**src/rtl/id_ex_hazard_stage_pkg.sv**
```systemverilog
// Shared types and constants for the ID/EX stage: control word layout,
// the NOP bubble value and the ALU_Op classes emitted by the control unit.
package id_ex_hazard_stage_pkg;

  typedef enum logic [2:0] {
    ALU_OP_R       = 3'b000,
    ALU_OP_I_LOGIC = 3'b001,
    ALU_OP_U       = 3'b010,
    ALU_OP_B       = 3'b011,
    ALU_OP_S       = 3'b100,
    ALU_OP_LOAD    = 3'b101,
    ALU_OP_J       = 3'b110
  } alu_op_e;

  typedef struct packed {
    logic    jal;
    logic    branch;
    logic    mem_to_reg;
    logic    reg_write;
    logic    mem_read;
    logic    mem_write;
    logic    alu_src;
    alu_op_e alu_op;
  } ctrl_t;

  localparam int          CTRL_W   = $bits(ctrl_t);
  localparam logic [4:0]  REG_X0   = 5'd0;
  localparam ctrl_t       CTRL_NOP = ctrl_t'({CTRL_W{1'b0}});

endpackage

```
**src/rtl/id_ex_hazard_stage_if.sv**
```systemverilog
// Decode-side inputs and execute-side outputs of the ID/EX stage.
// The stage is the slave; the surrounding pipeline (or bench) is the master.
interface id_ex_hazard_stage_if #(
  parameter int DATA_W = 32,
  parameter int CNT_W  = 16
);
  logic              Jal_i, Branch_i, Mem_to_Reg_i, Reg_Write_i;
  logic              Mem_Read_i, Mem_Write_i, ALU_Src_i;
  logic [2:0]        ALU_Op_i;
  logic [DATA_W-1:0] PC_i, Read_Data_1_i, Read_Data_2_i, Immediate_i;
  logic [4:0]        Rs1_i, Rs2_i, Rd_i;
  logic [3:0]        Funct_i;
  logic              Flush_i;

  logic              Jal_o, Branch_o, Mem_to_Reg_o, Reg_Write_o;
  logic              Mem_Read_o, Mem_Write_o, ALU_Src_o;
  logic [2:0]        ALU_Op_o;
  logic [DATA_W-1:0] PC_o, Read_Data_1_o, Read_Data_2_o, Immediate_o;
  logic [4:0]        Rs1_o, Rs2_o, Rd_o;
  logic [3:0]        Funct_o;
  logic              Stall_o;
  logic [CNT_W-1:0]  Bubble_Count_o;

  modport master (
    output Jal_i, Branch_i, Mem_to_Reg_i, Reg_Write_i, Mem_Read_i, Mem_Write_i,
           ALU_Src_i, ALU_Op_i, PC_i, Read_Data_1_i, Read_Data_2_i, Immediate_i,
           Rs1_i, Rs2_i, Rd_i, Funct_i, Flush_i,
    input  Jal_o, Branch_o, Mem_to_Reg_o, Reg_Write_o, Mem_Read_o, Mem_Write_o,
           ALU_Src_o, ALU_Op_o, PC_o, Read_Data_1_o, Read_Data_2_o, Immediate_o,
           Rs1_o, Rs2_o, Rd_o, Funct_o, Stall_o, Bubble_Count_o
  );

  modport slave (
    input  Jal_i, Branch_i, Mem_to_Reg_i, Reg_Write_i, Mem_Read_i, Mem_Write_i,
           ALU_Src_i, ALU_Op_i, PC_i, Read_Data_1_i, Read_Data_2_i, Immediate_i,
           Rs1_i, Rs2_i, Rd_i, Funct_i, Flush_i,
    output Jal_o, Branch_o, Mem_to_Reg_o, Reg_Write_o, Mem_Read_o, Mem_Write_o,
           ALU_Src_o, ALU_Op_o, PC_o, Read_Data_1_o, Read_Data_2_o, Immediate_o,
           Rs1_o, Rs2_o, Rd_o, Funct_o, Stall_o, Bubble_Count_o
  );
endinterface

```
**src/rtl/id_ex_hazard_stage_hazard_detect.sv**
```systemverilog
// Load-use hazard check: the load now in EX writes a register the ID
// instruction reads. A flush discards the ID instruction, so it masks the stall.
module id_ex_hazard_stage_hazard_detect
  import id_ex_hazard_stage_pkg::*;
(
  input  logic       mem_read_ex_i,
  input  logic [4:0] rd_ex_i,
  input  logic [4:0] rs1_id_i,
  input  logic [4:0] rs2_id_i,
  input  logic       flush_i,
  output logic       stall_o
);

  logic rd_live;
  logic rd_match;

  assign rd_live  = (rd_ex_i != REG_X0);
  assign rd_match = (rd_ex_i == rs1_id_i) || (rd_ex_i == rs2_id_i);
  assign stall_o  = mem_read_ex_i && rd_live && rd_match && !flush_i;

endmodule

```
**src/rtl/id_ex_hazard_stage.sv**
```systemverilog
// ID/EX pipeline register with load-use stall generation and bubble insertion.
// A bubble zeroes the control word only; data fields load regardless.
module id_ex_hazard_stage
  import id_ex_hazard_stage_pkg::*;
#(
  parameter int DATA_W = 32,
  parameter int CNT_W  = 16
) (
  input  logic                 clk,
  input  logic                 reset,
  id_ex_hazard_stage_if.slave  bus
);

  ctrl_t             ctrl_q, ctrl_d, ctrl_in;
  logic [DATA_W-1:0] pc_q, rd1_q, rd2_q, imm_q;
  logic [4:0]        rs1_q, rs2_q, rd_q;
  logic [3:0]        funct_q;
  logic [CNT_W-1:0]  cnt_q, cnt_d;
  logic              stall;
  logic              bubble;

  id_ex_hazard_stage_hazard_detect u_hazard_detect (
    .mem_read_ex_i (ctrl_q.mem_read),
    .rd_ex_i       (rd_q),
    .rs1_id_i      (bus.Rs1_i),
    .rs2_id_i      (bus.Rs2_i),
    .flush_i       (bus.Flush_i),
    .stall_o       (stall)
  );

  assign ctrl_in = '{
    jal:        bus.Jal_i,
    branch:     bus.Branch_i,
    mem_to_reg: bus.Mem_to_Reg_i,
    reg_write:  bus.Reg_Write_i,
    mem_read:   bus.Mem_Read_i,
    mem_write:  bus.Mem_Write_i,
    alu_src:    bus.ALU_Src_i,
    alu_op:     alu_op_e'(bus.ALU_Op_i)
  };

  // Flush and stall both produce exactly one bubble; stall is already masked by flush.
  assign bubble = bus.Flush_i || stall;

  always_comb begin
    ctrl_d = ctrl_in;
    cnt_d  = cnt_q;
    if (bubble) begin
      ctrl_d = CTRL_NOP;
      if (cnt_q != {CNT_W{1'b1}}) cnt_d = cnt_q + 1'b1;
    end
  end

  always_ff @(posedge clk or negedge reset) begin
    if (!reset) begin
      ctrl_q  <= CTRL_NOP;
      pc_q    <= '0;
      rd1_q   <= '0;
      rd2_q   <= '0;
      imm_q   <= '0;
      rs1_q   <= '0;
      rs2_q   <= '0;
      rd_q    <= '0;
      funct_q <= '0;
      cnt_q   <= '0;
    end else begin
      ctrl_q  <= ctrl_d;
      pc_q    <= bus.PC_i;
      rd1_q   <= bus.Read_Data_1_i;
      rd2_q   <= bus.Read_Data_2_i;
      imm_q   <= bus.Immediate_i;
      rs1_q   <= bus.Rs1_i;
      rs2_q   <= bus.Rs2_i;
      rd_q    <= bus.Rd_i;
      funct_q <= bus.Funct_i;
      cnt_q   <= cnt_d;
    end
  end

  assign bus.Jal_o          = ctrl_q.jal;
  assign bus.Branch_o       = ctrl_q.branch;
  assign bus.Mem_to_Reg_o   = ctrl_q.mem_to_reg;
  assign bus.Reg_Write_o    = ctrl_q.reg_write;
  assign bus.Mem_Read_o     = ctrl_q.mem_read;
  assign bus.Mem_Write_o    = ctrl_q.mem_write;
  assign bus.ALU_Src_o      = ctrl_q.alu_src;
  assign bus.ALU_Op_o       = ctrl_q.alu_op;
  assign bus.PC_o           = pc_q;
  assign bus.Read_Data_1_o  = rd1_q;
  assign bus.Read_Data_2_o  = rd2_q;
  assign bus.Immediate_o    = imm_q;
  assign bus.Rs1_o          = rs1_q;
  assign bus.Rs2_o          = rs2_q;
  assign bus.Rd_o           = rd_q;
  assign bus.Funct_o        = funct_q;
  assign bus.Stall_o        = stall;
  assign bus.Bubble_Count_o = cnt_q;

endmodule

```
**src/flat_wrapper.sv**
```systemverilog
// flat-port wrapper written by rule: the top's interface ports become plain ports
module id_ex_hazard_stage_flat import id_ex_hazard_stage_pkg::*;
#(
  parameter int DATA_W = 32,
  parameter int CNT_W  = 16
)
  (clk, reset, bus_Jal_i, bus_Branch_i, bus_Mem_to_Reg_i, bus_Reg_Write_i, bus_Mem_Read_i, bus_Mem_Write_i, bus_ALU_Src_i, bus_ALU_Op_i, bus_PC_i, bus_Read_Data_1_i, bus_Read_Data_2_i, bus_Immediate_i, bus_Rs1_i, bus_Rs2_i, bus_Rd_i, bus_Funct_i, bus_Flush_i, bus_Jal_o, bus_Branch_o, bus_Mem_to_Reg_o, bus_Reg_Write_o, bus_Mem_Read_o, bus_Mem_Write_o, bus_ALU_Src_o, bus_ALU_Op_o, bus_PC_o, bus_Read_Data_1_o, bus_Read_Data_2_o, bus_Immediate_o, bus_Rs1_o, bus_Rs2_o, bus_Rd_o, bus_Funct_o, bus_Stall_o, bus_Bubble_Count_o);
  id_ex_hazard_stage_if #(.DATA_W(DATA_W), .CNT_W(CNT_W)) bus_i ();
  input  logic clk;
  input  logic reset;
  input wire logic [$bits(bus_i.Jal_i)-1:0] bus_Jal_i;
  input wire logic [$bits(bus_i.Branch_i)-1:0] bus_Branch_i;
  input wire logic [$bits(bus_i.Mem_to_Reg_i)-1:0] bus_Mem_to_Reg_i;
  input wire logic [$bits(bus_i.Reg_Write_i)-1:0] bus_Reg_Write_i;
  input wire logic [$bits(bus_i.Mem_Read_i)-1:0] bus_Mem_Read_i;
  input wire logic [$bits(bus_i.Mem_Write_i)-1:0] bus_Mem_Write_i;
  input wire logic [$bits(bus_i.ALU_Src_i)-1:0] bus_ALU_Src_i;
  input wire logic [$bits(bus_i.ALU_Op_i)-1:0] bus_ALU_Op_i;
  input wire logic [$bits(bus_i.PC_i)-1:0] bus_PC_i;
  input wire logic [$bits(bus_i.Read_Data_1_i)-1:0] bus_Read_Data_1_i;
  input wire logic [$bits(bus_i.Read_Data_2_i)-1:0] bus_Read_Data_2_i;
  input wire logic [$bits(bus_i.Immediate_i)-1:0] bus_Immediate_i;
  input wire logic [$bits(bus_i.Rs1_i)-1:0] bus_Rs1_i;
  input wire logic [$bits(bus_i.Rs2_i)-1:0] bus_Rs2_i;
  input wire logic [$bits(bus_i.Rd_i)-1:0] bus_Rd_i;
  input wire logic [$bits(bus_i.Funct_i)-1:0] bus_Funct_i;
  input wire logic [$bits(bus_i.Flush_i)-1:0] bus_Flush_i;
  output wire logic [$bits(bus_i.Jal_o)-1:0] bus_Jal_o;
  output wire logic [$bits(bus_i.Branch_o)-1:0] bus_Branch_o;
  output wire logic [$bits(bus_i.Mem_to_Reg_o)-1:0] bus_Mem_to_Reg_o;
  output wire logic [$bits(bus_i.Reg_Write_o)-1:0] bus_Reg_Write_o;
  output wire logic [$bits(bus_i.Mem_Read_o)-1:0] bus_Mem_Read_o;
  output wire logic [$bits(bus_i.Mem_Write_o)-1:0] bus_Mem_Write_o;
  output wire logic [$bits(bus_i.ALU_Src_o)-1:0] bus_ALU_Src_o;
  output wire logic [$bits(bus_i.ALU_Op_o)-1:0] bus_ALU_Op_o;
  output wire logic [$bits(bus_i.PC_o)-1:0] bus_PC_o;
  output wire logic [$bits(bus_i.Read_Data_1_o)-1:0] bus_Read_Data_1_o;
  output wire logic [$bits(bus_i.Read_Data_2_o)-1:0] bus_Read_Data_2_o;
  output wire logic [$bits(bus_i.Immediate_o)-1:0] bus_Immediate_o;
  output wire logic [$bits(bus_i.Rs1_o)-1:0] bus_Rs1_o;
  output wire logic [$bits(bus_i.Rs2_o)-1:0] bus_Rs2_o;
  output wire logic [$bits(bus_i.Rd_o)-1:0] bus_Rd_o;
  output wire logic [$bits(bus_i.Funct_o)-1:0] bus_Funct_o;
  output wire logic [$bits(bus_i.Stall_o)-1:0] bus_Stall_o;
  output wire logic [$bits(bus_i.Bubble_Count_o)-1:0] bus_Bubble_Count_o;
  assign bus_i.Jal_i = bus_Jal_i;
  assign bus_i.Branch_i = bus_Branch_i;
  assign bus_i.Mem_to_Reg_i = bus_Mem_to_Reg_i;
  assign bus_i.Reg_Write_i = bus_Reg_Write_i;
  assign bus_i.Mem_Read_i = bus_Mem_Read_i;
  assign bus_i.Mem_Write_i = bus_Mem_Write_i;
  assign bus_i.ALU_Src_i = bus_ALU_Src_i;
  assign bus_i.ALU_Op_i = bus_ALU_Op_i;
  assign bus_i.PC_i = bus_PC_i;
  assign bus_i.Read_Data_1_i = bus_Read_Data_1_i;
  assign bus_i.Read_Data_2_i = bus_Read_Data_2_i;
  assign bus_i.Immediate_i = bus_Immediate_i;
  assign bus_i.Rs1_i = bus_Rs1_i;
  assign bus_i.Rs2_i = bus_Rs2_i;
  assign bus_i.Rd_i = bus_Rd_i;
  assign bus_i.Funct_i = bus_Funct_i;
  assign bus_i.Flush_i = bus_Flush_i;
  assign bus_Jal_o = bus_i.Jal_o;
  assign bus_Branch_o = bus_i.Branch_o;
  assign bus_Mem_to_Reg_o = bus_i.Mem_to_Reg_o;
  assign bus_Reg_Write_o = bus_i.Reg_Write_o;
  assign bus_Mem_Read_o = bus_i.Mem_Read_o;
  assign bus_Mem_Write_o = bus_i.Mem_Write_o;
  assign bus_ALU_Src_o = bus_i.ALU_Src_o;
  assign bus_ALU_Op_o = bus_i.ALU_Op_o;
  assign bus_PC_o = bus_i.PC_o;
  assign bus_Read_Data_1_o = bus_i.Read_Data_1_o;
  assign bus_Read_Data_2_o = bus_i.Read_Data_2_o;
  assign bus_Immediate_o = bus_i.Immediate_o;
  assign bus_Rs1_o = bus_i.Rs1_o;
  assign bus_Rs2_o = bus_i.Rs2_o;
  assign bus_Rd_o = bus_i.Rd_o;
  assign bus_Funct_o = bus_i.Funct_o;
  assign bus_Stall_o = bus_i.Stall_o;
  assign bus_Bubble_Count_o = bus_i.Bubble_Count_o;
  id_ex_hazard_stage #(.DATA_W(DATA_W), .CNT_W(CNT_W)) u_core (.clk(clk), .reset(reset), .bus(bus_i));
endmodule
```
**config.mk**
```make
export PLATFORM = sky130hd
export DESIGN_NAME = id_ex_hazard_stage_flat
export DESIGN_NICKNAME = d
export VERILOG_FILES = /design/src/rtl/id_ex_hazard_stage_pkg.sv /design/src/rtl/id_ex_hazard_stage_if.sv /design/src/rtl/id_ex_hazard_stage_hazard_detect.sv /design/src/rtl/id_ex_hazard_stage.sv /design/src/flat_wrapper.sv
export SDC_FILE = /design/constraint.sdc
export NUM_CORES = 1
export LEC_CHECK = 0
export BUFFER_PORTS_ARGS = -buffer_cell sky130_fd_sc_hd__buf_2
export CORE_MARGIN = 10
export CORE_UTILIZATION = 38
export CTS_CLUSTER_DIAMETER = 60
export CTS_CLUSTER_SIZE = 8
export DETAILED_ROUTE_END_ITERATION = 10
export GPL_TIMING_DRIVEN = 1
export PLACE_DENSITY = 0.79
export SYNTH_ARGS = -nofsm -noshare
export SYNTH_HDL_FRONTEND = slang
export SYNTH_SLANG_ARGS = --single-unit
```
**constraint.sdc**
```tcl
create_clock -name clk -period 5.4 [get_ports clk]
set_input_delay 0.27 -clock clk [delete_from_list [all_inputs] [get_ports clk]]
set_output_delay 0.27 -clock clk [all_outputs]
set_load 0.005 [all_outputs]
```
# Word-level counts from Yosys, hierarchy flattened
# Index checks and enable logic that the tools add are counted.
# totals
word_cells	30
out_inout_bits	174
input_bits	160
ff_bits	173
# classes
reduce_logical	8
muxes	1
eq_ne	3
add_sub_neg	1
# op_table
cell	n
$add 16x1->16 const B	1
$ne 16x16->1 const B	1
$eq 5x5->1	2
$mux 10	1
$reduce_bool 5->1	1
$logic_and 1x1->1	3
$logic_or 1x1->1	2
$reduce_and 2->1	1
$logic_not 1->1	1

# Depth between registers and ports, before layout
# Gate-level depths: netlist (run 1).
# depth
ltp_word	6
ltp_mapped	7

# Hierarchy
# From an unflattened synthesis (run 1), not the netlist that was laid out.
# hier_totals
hier_cells	261
hier_area_um2	4961.0
# by_module_without_submodules
module	instances	cells_each	area_per_inst_um2	seq_area_each_um2
id_ex_hazard_stage	1	243	4829.6	4329.2
id_ex_hazard_stage_hazard_detect	1	18	131.4	0.0

# Worst setup path after synthesis (run 1)
# No wires, ideal clock.
# synth_timing
path_type	reg2reg
from	register u_core.rd_q[3] (netlist: u_core.bus.Rd_o[3])
to	register u_core.cnt_q[12] (netlist: u_core.bus.Bubble_Count_o[12])
n_path_buf	0
arrival_ns	1.686
slack_ns	3.589
path_stages_with_launch	7
cell_sequence	dfrtp_1 xor2_1 nor3_1 a22oi_2 o21ba_4 nor3_2 mux2_4
# synth_via
elab_chain_len	6
# synth_rtl
item	line	text
from (decl)	id_ex_hazard_stage.sv:16	logic [4:0] rs1_q, rs2_q, rd_q;
from (signal assigned)	id_ex_hazard_stage.sv:74	rd_q <= bus.Rd_i;
$eq 5x5->1 / $reduce_bool 5->1 (equally long branches)	id_ex_hazard_stage_hazard_detect.sv:18, id_ex_hazard_stage_hazard_detect.sv:17	
$logic_or 1x1->1 / $logic_and 1x1->1 (equally long branches)	id_ex_hazard_stage_hazard_detect.sv:18, id_ex_hazard_stage_hazard_detect.sv:19	
$logic_and 1x1->1 * (2 in a row)	id_ex_hazard_stage_hazard_detect.sv:19	assign stall_o = mem_read_ex_i && rd_live && rd_match && !flush_i;
$logic_or 1x1->1 *	id_ex_hazard_stage.sv:43	assign bubble = bus.Flush_i || stall;
$reduce_and 2->1 (no source line) *	-	
to (signal assigned)	id_ex_hazard_stage.sv:76	cnt_q <= cnt_d;
to (decl)	id_ex_hazard_stage.sv:18	logic [CNT_W-1:0] cnt_q, cnt_d;
# Every way passes the cells marked *; elsewhere a longest branch is shown, timed or not.
# A chain may end at the register's enable or synchronous reset.

# Final worst setup path (run 1)
# layout_timing
from	input port bus_Rs2_i[3]
to	output port bus_Stall_o
# layout_via
elab_chain_len	4
# layout_rtl
item	line	text
from (decl)	flat_wrapper.sv:24	input wire logic [$bits(bus_i.Rs2_i)-1:0] bus_Rs2_i;
$eq 5x5->1	id_ex_hazard_stage_hazard_detect.sv:18	assign rd_match = (rd_ex_i == rs1_id_i) || (rd_ex_i == rs2_id_i);
$logic_or 1x1->1	id_ex_hazard_stage_hazard_detect.sv:18	
$logic_and 1x1->1 (2 in a row)	id_ex_hazard_stage_hazard_detect.sv:19	
to (decl)	flat_wrapper.sv:44	output wire logic [$bits(bus_i.Stall_o)-1:0] bus_Stall_o;
# No other way between the ends.

==> out/metrics.cfg, run 1 <==
[status]
status = finished, final reports clean

[cells_and_area]
multi_input_area_um2 = 653
drive_gt1_share_pct = 48.3
layout_common_cells = buf_2, dfrtp_1, dlygate4sd3_1
mostFrequentLayoutCell = buf_2
nets = 924
n_fill_cell = 834
final_area_mm2 = 0.00892
area_delta_synth_final_pct = 78.8
regArea_mm2 = 0.00433
finalNonFillerCells = 952

[clock_tree]
cts_buffer_depth = 2
cts_tree = yes
cts_root_buffer = clkbuf_16
cts_max_level = 4
cts-buffers-inserted = 17
cts_hold_buf = 146
cts_setup_buffers = 0
cts.clk_slew.worst_paths_ps = 60
clock_latency_ps = 410
cts_resized = 0
cts_sinks = 173

[timing]
period_share_pct = 41.4
setup_viol = 0
tns_ps = 0
grt_setup_unrepaired = false
relSlewSlack_pct = 34.8
min_period_ps = 2240
hold_viol_final = 0
fmax_mhz = 447
clock_skew_ps = 3.56
worst_slew_pin_slew_ps = 977
drv_slew = 0

[die]
die_width_um = 135
start_util_pct = 39.2
io_pins = 334
core_area_mm2 = 0.0127
die_h_um = 135
die_area_mm2 = 0.0181
rows = 41

[global_route]
grt_use_met2_pct = 42.2
grt_max_degree = 94
use_met3_pct = 7.31
grt_overflow = 0
grt_busiest_layer = met2
first_global_vias = 4983
grt_pass1_wl_um = 30500
use_met1_pct = 21.9
grt.total_usage_pct = 22.6
antenna_found_initial = 4

[synthesis]
synth_cells = 265
yosys_most_used_dff = dfrtp_1
yosysUniqueCellTypes = 29
yosysSeqAreaShare_pct = 86.8
ys_warn_count = 0
synth_edf_count = 0
synthArstFlopShare_pct = 100
synth-seq-cells = 173
synth_nets = 426
avgSynthCellArea_um2 = 18.8
syn_area_mm2 = 0.00499

[power]
p_per_area_mw_per_mm2 = 334
ir_drop_uv = 201
power.leakage_nw = 4.51
power.total_mw = 2.98

[worst_setup_path]
start_kind = input pin
crit_start = bus_Rs2_i[3]
worst-setup-path-type = input pin to output pin
required_ps = 5130
crit_fanout = 5
reg2reg_from = u_core.bus.Rd_o[3]
crit_path_end_kind = output pin
arrival_ps = 1970

[placed_design]
dp_cells = 770
port_buffers = 333
placed_area_mm2 = 0.00688
hpwlAfterDp_um = 13700
gp_congestion = 0.894

[detailed_routing]
vias_per_cell = 4.46
drtIter0Drc = 159
dr.pass1.iters = 4
wire_per_inst_um = 21.6
ant_nets = 0
wl_um = 20500
drc_errors = 0
vias = 4249

[min_path]
holdCritStartpoint = bus_Rs1_i[3]
hp-class = input pin to flip-flop

[job]
maxCapViolCount = 0

==> registers in the layout (all words and copies together), names as in the netlist <==
name,cells
u_core.bus.Mem_Write_o,1
u_core.bus.Funct_o,4
u_core.bus.Rs1_o,5
u_core.bus.Jal_o,1
u_core.bus.Reg_Write_o,1
u_core.bus.Mem_to_Reg_o,1
u_core.bus.Bubble_Count_o,16
u_core.bus.Read_Data_1_o,32
u_core.bus.Branch_o,1
u_core.bus.PC_o,32
u_core.bus.Immediate_o,32
u_core.bus.Rs2_o,5
u_core.bus.Mem_Read_o,1
u_core.bus.ALU_Src_o,1
u_core.bus.Read_Data_2_o,32
u_core.bus.Rd_o,5
u_core.bus.ALU_Op_o,3
==> critical path, cell delays in order <==
cell	delay, ps
dlygate4sd3_1	530
buf_2	130
xor2_1	140
nor3_1	280
a22oi_2	200
nor3_1	250
buf_2	170
==> cell families after synthesis <==
logic type      after synthesis  share of synthesized area [%]
flops                       173                           86.8
simple gates                 52                           5.90
xor+xnor                     18                           3.16
compound gates               17                           2.89
mux                           3                          0.903
buf+inv                       1                          0.100
fa+ha+maj                     1                          0.251
==> path summary, 6_finish.rpt <==
path / to / slack [ps] / depth (start not counted)
worst max register to register: u_core.bus.Bubble_Count_o[1] / 3340 / 6
worst max-delay path: bus_Stall_o / 3160 / 7
worst min register to register: u_core.bus.Bubble_Count_o[11] / 510 / 1
max in group asynchronous: u_core.bus.Read_Data_1_o[31] / 3320 / 3
min in group asynchronous: u_core.bus.Read_Data_2_o[27] / 510 / 2
worst min-delay path: u_core.bus.Rs1_o[3] / 20 / 1
==> per-layer routing <==
metal	vias to the layer above	routed length (um)
met1	2097	6750
met5	-	0
met3	45	1590
met2	230	11500
li1	1877	-
met4	0	652
==> metrics by stage <==
step | hold slack (ps) | utilization [%] | worst slack (ps)
2_1_floorplan | -25.6 | - | 3590
3_3_place_gp | 377 | 54.1 | 3460
3_5_place_dp | 379 | 54.1 | 3360
6_report | 22.2 | 70.1 | 3160
4_1_cts | 10.5 | 70.0 | 3150
5_1_grt | 12.2 | 70.1 | 3040
==> layout make-up <==
| class | instances | area share (%) |
|---|---|---|
| Sequential cell | 173 | 48.5 |
| Timing Repair Buffer | 480 | 35.2 |
| Multi-Input combinational cell | 91 | 7.32 |
| Clock buffer | 19 | 4.85 |
| Tap cell | 172 | 2.41 |
| Clock inverter | 13 | 1.53 |
| Antenna cell | 4 | 0.112 |
==> synthesized netlist by cell type, drive strengths merged (2+ instances only) <==
cell type	instances	area, um2
dfrtp	173	4330
nand4	4	25.0
nor3	5	35.0
nand2	11	41.3
nand2b	2	12.5
xor2	13	114
nor2	5	18.8
a21oi	7	46.3
mux2	3	45.0
nand3	4	20.0
xnor2	5	43.8
or4	2	18.8
o21ai	2	21.3
a31oi	3	18.8
and3	7	43.8
and2	10	62.6
==> power breakdown <==
group          switching, mW  internal (mW)
Sequential            0.0591           1.38
Combinational          0.162          0.207
Clock                  0.520          0.646
Total                  0.741           2.23
No activity file was read; power rests on OpenSTA's default activity.
==> run 2: changes to the inputs <==
clock period = 2.1 ns   (was 5.4 ns; I/O delays follow)
==> run 2 against run 1 <==
Total power rose to 2.6 times the previous value; clock-buffer cell count is the same; non-clock buffer count up 15; global-route usage is 1.2 points higher; via count increased by 3.2%; combinational power increased to 2.7 times the previous value; critical endpoint is now u_core.bus.Bubble_Count_o[1]; routed wire length grew 5.6%; cell count grew 1.3%.
==> out/metrics.cfg, run 2 (synthesis results as in run 1) <==
[status]
status = finished, final reports clean

[global_route]
grt_pass1_wl_um = 32000
grt.total_usage_pct = 23.8
first_global_vias = 5093
grt_max_degree = 56
antenna_found_initial = 1
grt_overflow = 0

[power]
ir_drop_uv = 560
power.leakage_nw = 4.59
p_per_area_mw_per_mm2 = 864

[cells_and_area]
finalNonFillerCells = 964
multi_input_area_um2 = 658
regArea_mm2 = 0.00433
mostFrequentLayoutCell = buf_2
layout_common_cells = buf_2, dfrtp_1, dlygate4sd3_1
nets = 939
area_delta_synth_final_pct = 82.7
n_fill_cell = 821
drive_gt1_share_pct = 48.0

[clock_tree]
cts_root_buffer = clkbuf_16
clock_latency_ps = 420
cts-buffers-inserted = 17
cts_max_level = 4
cts.clk_slew.worst_paths_ps = 70
cts_buffer_depth = 2
cts_sinks = 173
cts_tree = yes

[placed_design]
hpwlAfterDp_um = 13900
dp_cells = 773
dp_slack_ps = 130
port_buffers = 333
gp_congestion = 0.870

[detailed_routing]
vias_per_cell = 4.55
vias = 4385
dr.pass1.iters = 4
drc_errors = 0
ant_nets = 0
wire_per_inst_um = 22.5
wl_um = 21700
drtIter0Drc = 197

[worst_setup_path]
arrival_ps = 2260
crit_path_end_kind = flip-flop
crit_fanout = 14
cp_slowest_cell = dfrtp_1
start_kind = flip-flop
path_cells = xor2_1 > nor3_1 > a22oi_2 > o21ba_4 > a21oi_4 > mux2_4
worst-setup-path-type = flip-flop to flip-flop
max_stage_delay_ps = 420
required_ps = 2400

[min_path]
hp-class = input pin to flip-flop

[timing]
clock_skew_ps = 7.14
period_share_pct = 93.1
setup_viol = 0
relSlewSlack_pct = 69.1
worst_slack_ps = 145
fmax_mhz = 512
tns_ps = 0
min_period_ps = 1950
hold_viol_final = 0
drv_slew = 0
worst_slew_pin_slew_ps = 463
grt_setup_unrepaired = false

[die]
die_h_um = 135
io_pins = 334
rows = 41
die_width_um = 135
core_area_mm2 = 0.0127
start_util_pct = 39.2
die_area_mm2 = 0.0181

[job]
maxCapViolCount = 0

==> run 2: cell types whose count changed in the layout (fill, tap and decap cells not counted), moves of 2 or more <==
cell           previous run  this run
buf_12                    0         2
clkinv_4                  5         1
clkinvlp_4                2         4
diode_2                   4         1
dlygate4sd3_1           146       158
inv_6                     3         5
==> run 2: worst paths after layout <==
path	start	endpoint	slack, ps	cells after the start
min in group asynchronous	reset	u_core.bus.Immediate_o[28]	210	2
worst min-delay path	bus_Flush_i	u_core.bus.Bubble_Count_o[4]	180	3
worst max register to register	u_core.bus.Rd_o[2]	u_core.bus.Bubble_Count_o[1]	150	6
max in group asynchronous	reset	u_core.bus.Bubble_Count_o[7]	1220	3
worst min register to register	u_core.bus.Bubble_Count_o[0]	u_core.bus.Bubble_Count_o[0]	530	1
worst max-delay path	u_core.bus.Rd_o[2]	u_core.bus.Bubble_Count_o[1]	150	6
==> run 2: final cells by class <==
class / count / share of cell area (%)
Sequential cell: 173 / 47.5
Timing Repair Buffer: 495 / 36.3
Multi-Input combinational cell: 91 / 7.22
Clock buffer: 19 / 4.86
Tap cell: 172 / 2.36
Clock inverter: 13 / 1.69
Antenna cell: 1 / 0.0275
==> run 2: report_power, final <==
part / switching [mW] / internal [mW] / total, mW
Sequential: 0.157 / 3.55 / 3.71
Combinational: 0.440 / 0.555 / 0.995
Clock: 1.35 / 1.81 / 3.17
==> run 2: timing repair <==
| item | CTS | global route |
|---|---|---|
| buffers inserted | 0 | 0 |
| endpoints found under the setup margin | 0 | 2 |
| hold buffers | 158 | 0 |
| gates resized for setup | 0 | 1 |
| endpoints found under the hold margin | 204 | 0 |
==> run 2: metal layers <==
metal	wire length, um	track usage, %	share of wire (%)	vias up
met5	0	0	0	-
met4	947	12.1	4.4	0
met3	1970	9.76	9.1	71
met2	11800	43.9	55	263
met1	6940	21.9	32	2147
li1	-	-	-	1904
==> run 2: worst max-delay path: cells and delay by family, from the launching register on <==
family / cells / cell delay (ps)
AO/OA/AOI/OAI: 3 / 670
flip-flops: 1 / 420
multiplexers: 1 / 320
AND/OR/NAND/NOR: 1 / 250
XOR/XNOR: 1 / 180
==> run 2: stage by stage <==
step           utilization, %  hold WS (ps)  total power, mW  cell area, um2
5_1_grt                  71.6           206             8.20            9110
3_3_place_gp             54.4          65.5             4.45            6930
6_report                 71.6           178             7.87            9110
3_5_place_dp             54.4          75.9             4.50            6930
4_1_cts                  71.6           165             7.87            9100
2_1_floorplan               -          -191             3.94            4990
